$ cat config.mk
export PLATFORM = sky130hd
export DESIGN_NAME = pipeline_hazard_ctrl
export DESIGN_NICKNAME = d
export VERILOG_FILES = /design/src/rtl/pipeline_hazard_ctrl.sv
export SDC_FILE = /design/constraint.sdc
export NUM_CORES = 1
export LEC_CHECK = 0
export ABC_CLOCK_PERIOD_IN_PS = 5200
export BUFFER_PORTS_ARGS = -buffer_cell sky130_fd_sc_hd__buf_2
export CORE_ASPECT_RATIO = 0.6
export CORE_UTILIZATION = 40
export CTS_BUF_LIST = sky130_fd_sc_hd__clkbuf_2
export DETAILED_ROUTE_END_ITERATION = 6
export PLACE_DENSITY_LB_ADDON = 0.12
export SLEW_MARGIN = 10
export SYNTH_ARGS = -nofsm -noshare
export SYNTH_HDL_FRONTEND = slang
export SYNTH_SLANG_ARGS = --single-unit
$ cat constraint.sdc
create_clock -name clk -period 5.2 [get_ports clk]
set_clock_uncertainty 0.1 [all_clocks]
set_input_delay 1.04 -clock clk [delete_from_list [all_inputs] [get_ports clk]]
set_output_delay 1.04 -clock clk [all_outputs]
set_load 0.02 [all_outputs]
$ cat src/rtl/pipeline_hazard_ctrl.sv
// Stall/flush sequencer for the 5-stage pipeline: load-use/RAW stalls, branch flush,
// data-memory freeze with timeout, and a saturating stall counter. Build option: FORWARDING_EN.
module pipeline_hazard_ctrl #(
  parameter int unsigned WAIT_MAX = 15
) (
  input  logic        clk,
  input  logic        rst,
  input  logic [3:0]  id_src1,
  input  logic [3:0]  id_src2,
  input  logic        id_use_src2,
  input  logic [3:0]  exe_dest,
  input  logic        exe_wb_en,
  input  logic        exe_mem_r_en,
  input  logic [3:0]  mem_dest,
  input  logic        mem_wb_en,
  input  logic        mem_req,
  input  logic        mem_ready,
  input  logic        branch_taken,
  output logic        hazard_stall,
  output logic        id_bubble,
  output logic        flush,
  output logic        mem_freeze,
  output logic        fwd_en,
  output logic        mem_timeout,
  output logic [15:0] stall_count
);

  localparam logic [0:0] RUN      = 1'b0;
  localparam logic [0:0] MEM_WAIT = 1'b1;
  localparam logic [7:0] WAIT_LIMIT = 8'(WAIT_MAX);

  logic [0:0]  state, state_next;
  logic [7:0]  wait_cnt, wait_cnt_next;
  logic        timeout_q, timeout_next;
  logic [15:0] stall_cnt_q;
  logic        freeze_raw;
  logic        data_hazard;
  logic        src_hit_exe;
  logic        src_hit_mem;

  // Register 0 is an ordinary register here; any match counts.
  assign src_hit_exe = (id_src1 == exe_dest) || (id_use_src2 && (id_src2 == exe_dest));
  assign src_hit_mem = (id_src1 == mem_dest) || (id_use_src2 && (id_src2 == mem_dest));

`ifdef FORWARDING_EN
  logic unused_mem_stage;
  assign unused_mem_stage = ^{mem_dest, mem_wb_en, src_hit_mem};
  assign fwd_en      = 1'b1;
  assign data_hazard = exe_mem_r_en & exe_wb_en & src_hit_exe;
`else
  logic unused_load_flag;
  assign unused_load_flag = exe_mem_r_en;
  assign fwd_en      = 1'b0;
  assign data_hazard = (exe_wb_en & src_hit_exe) | (mem_wb_en & src_hit_mem);
`endif

  always_comb begin
    state_next    = state;
    wait_cnt_next = wait_cnt;
    timeout_next  = timeout_q;
    freeze_raw    = 1'b0;
    case (state)
      RUN: begin
        if (mem_req && !mem_ready) begin
          freeze_raw    = 1'b1;
          state_next    = MEM_WAIT;
          wait_cnt_next = 8'd1;
        end
      end
      MEM_WAIT: begin
        if (mem_ready) begin
          state_next    = RUN;
          wait_cnt_next = '0;
        end else if (wait_cnt == WAIT_LIMIT) begin
          // Give up: release the pipeline this cycle, flag the error next cycle.
          state_next    = RUN;
          wait_cnt_next = '0;
          timeout_next  = 1'b1;
        end else begin
          freeze_raw    = 1'b1;
          wait_cnt_next = wait_cnt + 8'd1;
        end
      end
      default: begin
        state_next    = RUN;
        wait_cnt_next = '0;
      end
    endcase
  end

  always_comb begin
    hazard_stall = 1'b0;
    id_bubble    = 1'b0;
    flush        = 1'b0;
    mem_freeze   = 1'b0;
    if (!rst) begin
      if (freeze_raw) begin
        mem_freeze = 1'b1;
      end else if (branch_taken) begin
        flush     = 1'b1;
        id_bubble = 1'b1;
      end else if (data_hazard) begin
        hazard_stall = 1'b1;
        id_bubble    = 1'b1;
      end
    end
  end

  always_ff @(posedge clk) begin
    if (rst) begin
      state       <= RUN;
      wait_cnt    <= '0;
      timeout_q   <= 1'b0;
      stall_cnt_q <= '0;
    end else begin
      state     <= state_next;
      wait_cnt  <= wait_cnt_next;
      timeout_q <= timeout_next;
      if ((hazard_stall || mem_freeze) && (stall_cnt_q != '1)) begin
        stall_cnt_q <= stall_cnt_q + 16'd1;
      end
    end
  end

  assign mem_timeout = timeout_q & ~rst;
  assign stall_count = rst ? '0 : stall_cnt_q;

endmodule

==> metrics.txt <==
area share of fa/ha/maj cells after synthesis 1.54%; syn_nets 217; worst hold path startpoint timeout_q; Pwr Density 201 mW/mm^2; Post-Synth XOR/XNOR Area 11.9%; drt pass-1 iters 6; endpoint of the worst register-to-register path stall_cnt_q[0]; cts bufs inserted 3; Synth Area in Compound Gates 12.4%; unique cell type count in the Yosys netlist 39; # diodes 0; synthesized instance count 190; setup TNS 0 ps; Worst R2R Setup Slack 2540 ps; Seq/Total Area, Yosys 32.1%; post-synthesis mux area share 11.1%; CP Class primary input to output pin; fin crit share 73.0%; Clock Latency Late Sink 350 ps; most frequent cells in the layout 44 x buf_2, 29 x nor2_1, 26 x dfxtp_1; vias per cell 5.05; placement row count 17; antenna-violating nets left 0; Startpoint Class primary input; CP max FO 13; Die X-Extent 84.2 um; H-tree Lvls 1; status complete, but fails checks; Slew headroom 62.6%; RSZ-0062 raised after global routing false; final wirelength 3.39 mm; share of cells above drive strength 1 29.7%; Max Slew Vio Count 0; Final #Nets 260; leading area contributor after synthesis dfxtp_1; worst min path class register to register; Filler Cell Count 390; CTS tree yes; Least-Margin Pin Slew 561 ps; via count 1,408; Initial Utilization 43.1%; Cell Area, Synth 0.00162 mm^2; FF-to-FF path depth 8; initial antenna violation count 0; vias in the first global route 1,276; Max Clock Freq 263 MHz; Core Footprint 0.00376 mm^2; largest net degree at the start of global routing 33; worst vdd ir 0.0000996 V; Max Cap Violations 0; WP data required 4060 ps; Post-CTS Hold Buffers 0; Avg WL per Cell 12.1 um; Final min period 3800 ps; Buffers on Ports 44; warnings from Yosys 0; Ports 47; critical path arrival 2660 ps; failing checks DRC; Synth area leaders dfxtp_1 32%, xor2_1 9.2%, mux2_2 8.3%; GRT Total Usage 17.4%; CTS clk-pin slew, worst paths 240 ps; PostCTS Resize Cnt 0; Worst setup EP type output pin; GPL Wtd Cong 0.744; die area 0.00432 mm^2; Longest Clk Path Bufs 2; 1st-iter DRT viols 64; max incr delay on CP 330 ps; leakage power 0.856 nW; Layout area overhead 17.3%; Post-Syn Area per Cell 8.53 um^2; setup repair bufs after CTS 0; Synth top area share 32.1%; worst hold stages 2; leading cell type in the layout, fill and taps excluded buf_2; crit-path most repeated cell buf_2; cell chain of the critical path buf_2 > nor2b_1 > o41ai_2 > a21boi_2 > or2_2 > inv_1 > buf_2; CTS Root Cell clkbuf_2; post-synthesis simple-gate area fraction 24.7%; remaining routing DRC violations 12; Critical Path Slowest Stage Cell or2_2; worst min-delay path endpoint timeout_q; Die H 51.3 um; R2R Path Start wait_cnt[0]; Tot Pwr 0.000382 W; grt ovf 0; post-synthesis register bit count 26; largest family of logic cells by synthesized area simple AND/OR/NAND/NOR gates; Post-DP HPWL 2.68 mm; Setup Viol. Count Final 0; final hold viol count 0; Sinks on Clock Net 26; first-pass GRT wire length 5.87 mm
state kept, by name (all words and copies together) (netlist names):
name         flops
state            1
wait_cnt         8
stall_cnt_q     16
timeout_q        1
logic make-up (layout without fill, tap and decap cells):
family / after synthesis / after routing
xor+xnor: 22 / 22
other cells: 1 / 1
compound gates: 26 / 26
fa+ha+maj: 2 / 2
buf+inv: 19 / 61
simple gates: 78 / 78
mux: 16 / 16
flops: 26 / 26
where the power goes:
group,switching (W),total (W),internal (W)
clock network,0.0000568,0.000123,0.0000663
registers,0.00000227,0.000205,0.000203
logic,0.0000312,0.0000541,0.0000229
total,0.0000903,0.000382,0.000292
metal layers:
| layer | vias to the layer above | track usage, % | wire (um) |
|---|---|---|---|
| met4 | 0 | 2.59 | 12 |
| met2 | 37 | 24.2 | 1170 |
| met1 | 625 | 26.5 | 1990 |
| li1 | 744 | - | - |
| met5 | - | 0 | 0 |
| met3 | 2 | 5.01 | 212 |
through the flow:
step | area, um^2 | utilization, % | hold slack [ps] | cells | setup slack [ps]
2_1_floorplan | 1620 | - | 329 | 190 | 1870
3_3_place_gp | 1860 | 49.3 | 358 | 275 | 1420
3_5_place_dp | 1860 | 49.3 | 360 | 275 | 1400
4_1_cts | 1900 | 50.5 | 414 | 279 | 1400
5_1_grt | 1900 | 50.5 | 440 | 279 | 1240
6_report | 1900 | 50.5 | 398 | 279 | 1400
worst max-delay path, delay by kind of cell:
kind,cells,cell delay [ps]
compound gates,2,350
simple gates,2,620
buf+inv,3,640
cells in the mapped netlist, drive strengths merged:
master    n
o22a      1
a211oi    1
o211ai    2
nand4b    1
xnor2     5
xor2     17
clkbuf    3
nand2     6
a211o     1
a21boi    1
ha        2
o21ai     5
and4      2
dfxtp    26
clkinv    1
mux2     16
or2       2
nor3b     1
nand3     6
a22oi     2
a21oi     3
nor2b    13
o41ai     1
nor3      4
and3      5
nor4      3
conb      1
o2111ai   5
nor2     29
and2      1
inv      12
a31oi     4
nand4     5
buf       3
worst max-delay path by stage:
stage                         start          to  slack, ps
final                     mem_ready  mem_freeze       1400
after global routing      mem_ready  mem_freeze       1240
after CTS                 mem_ready  mem_freeze       1400
after detailed placement  mem_ready  mem_freeze       1400
after global placement    mem_ready  mem_freeze       1420
after floorplan           mem_ready  mem_freeze       1870
layout make-up:
cell class | count | area (um^2) | share of cell area [%]
well taps | 47 | 58.8 | 3.09
clock buffers | 3 | 15.0 | 0.789
multi-input cells | 145 | 1000 | 52.8
repair buffers | 44 | 220 | 11.6
inverters | 13 | 53.8 | 2.83
flip-flops and latches | 26 | 520 | 27.4
clock inverters | 1 | 30.0 | 1.58
(Power assumes the default switching activity.)
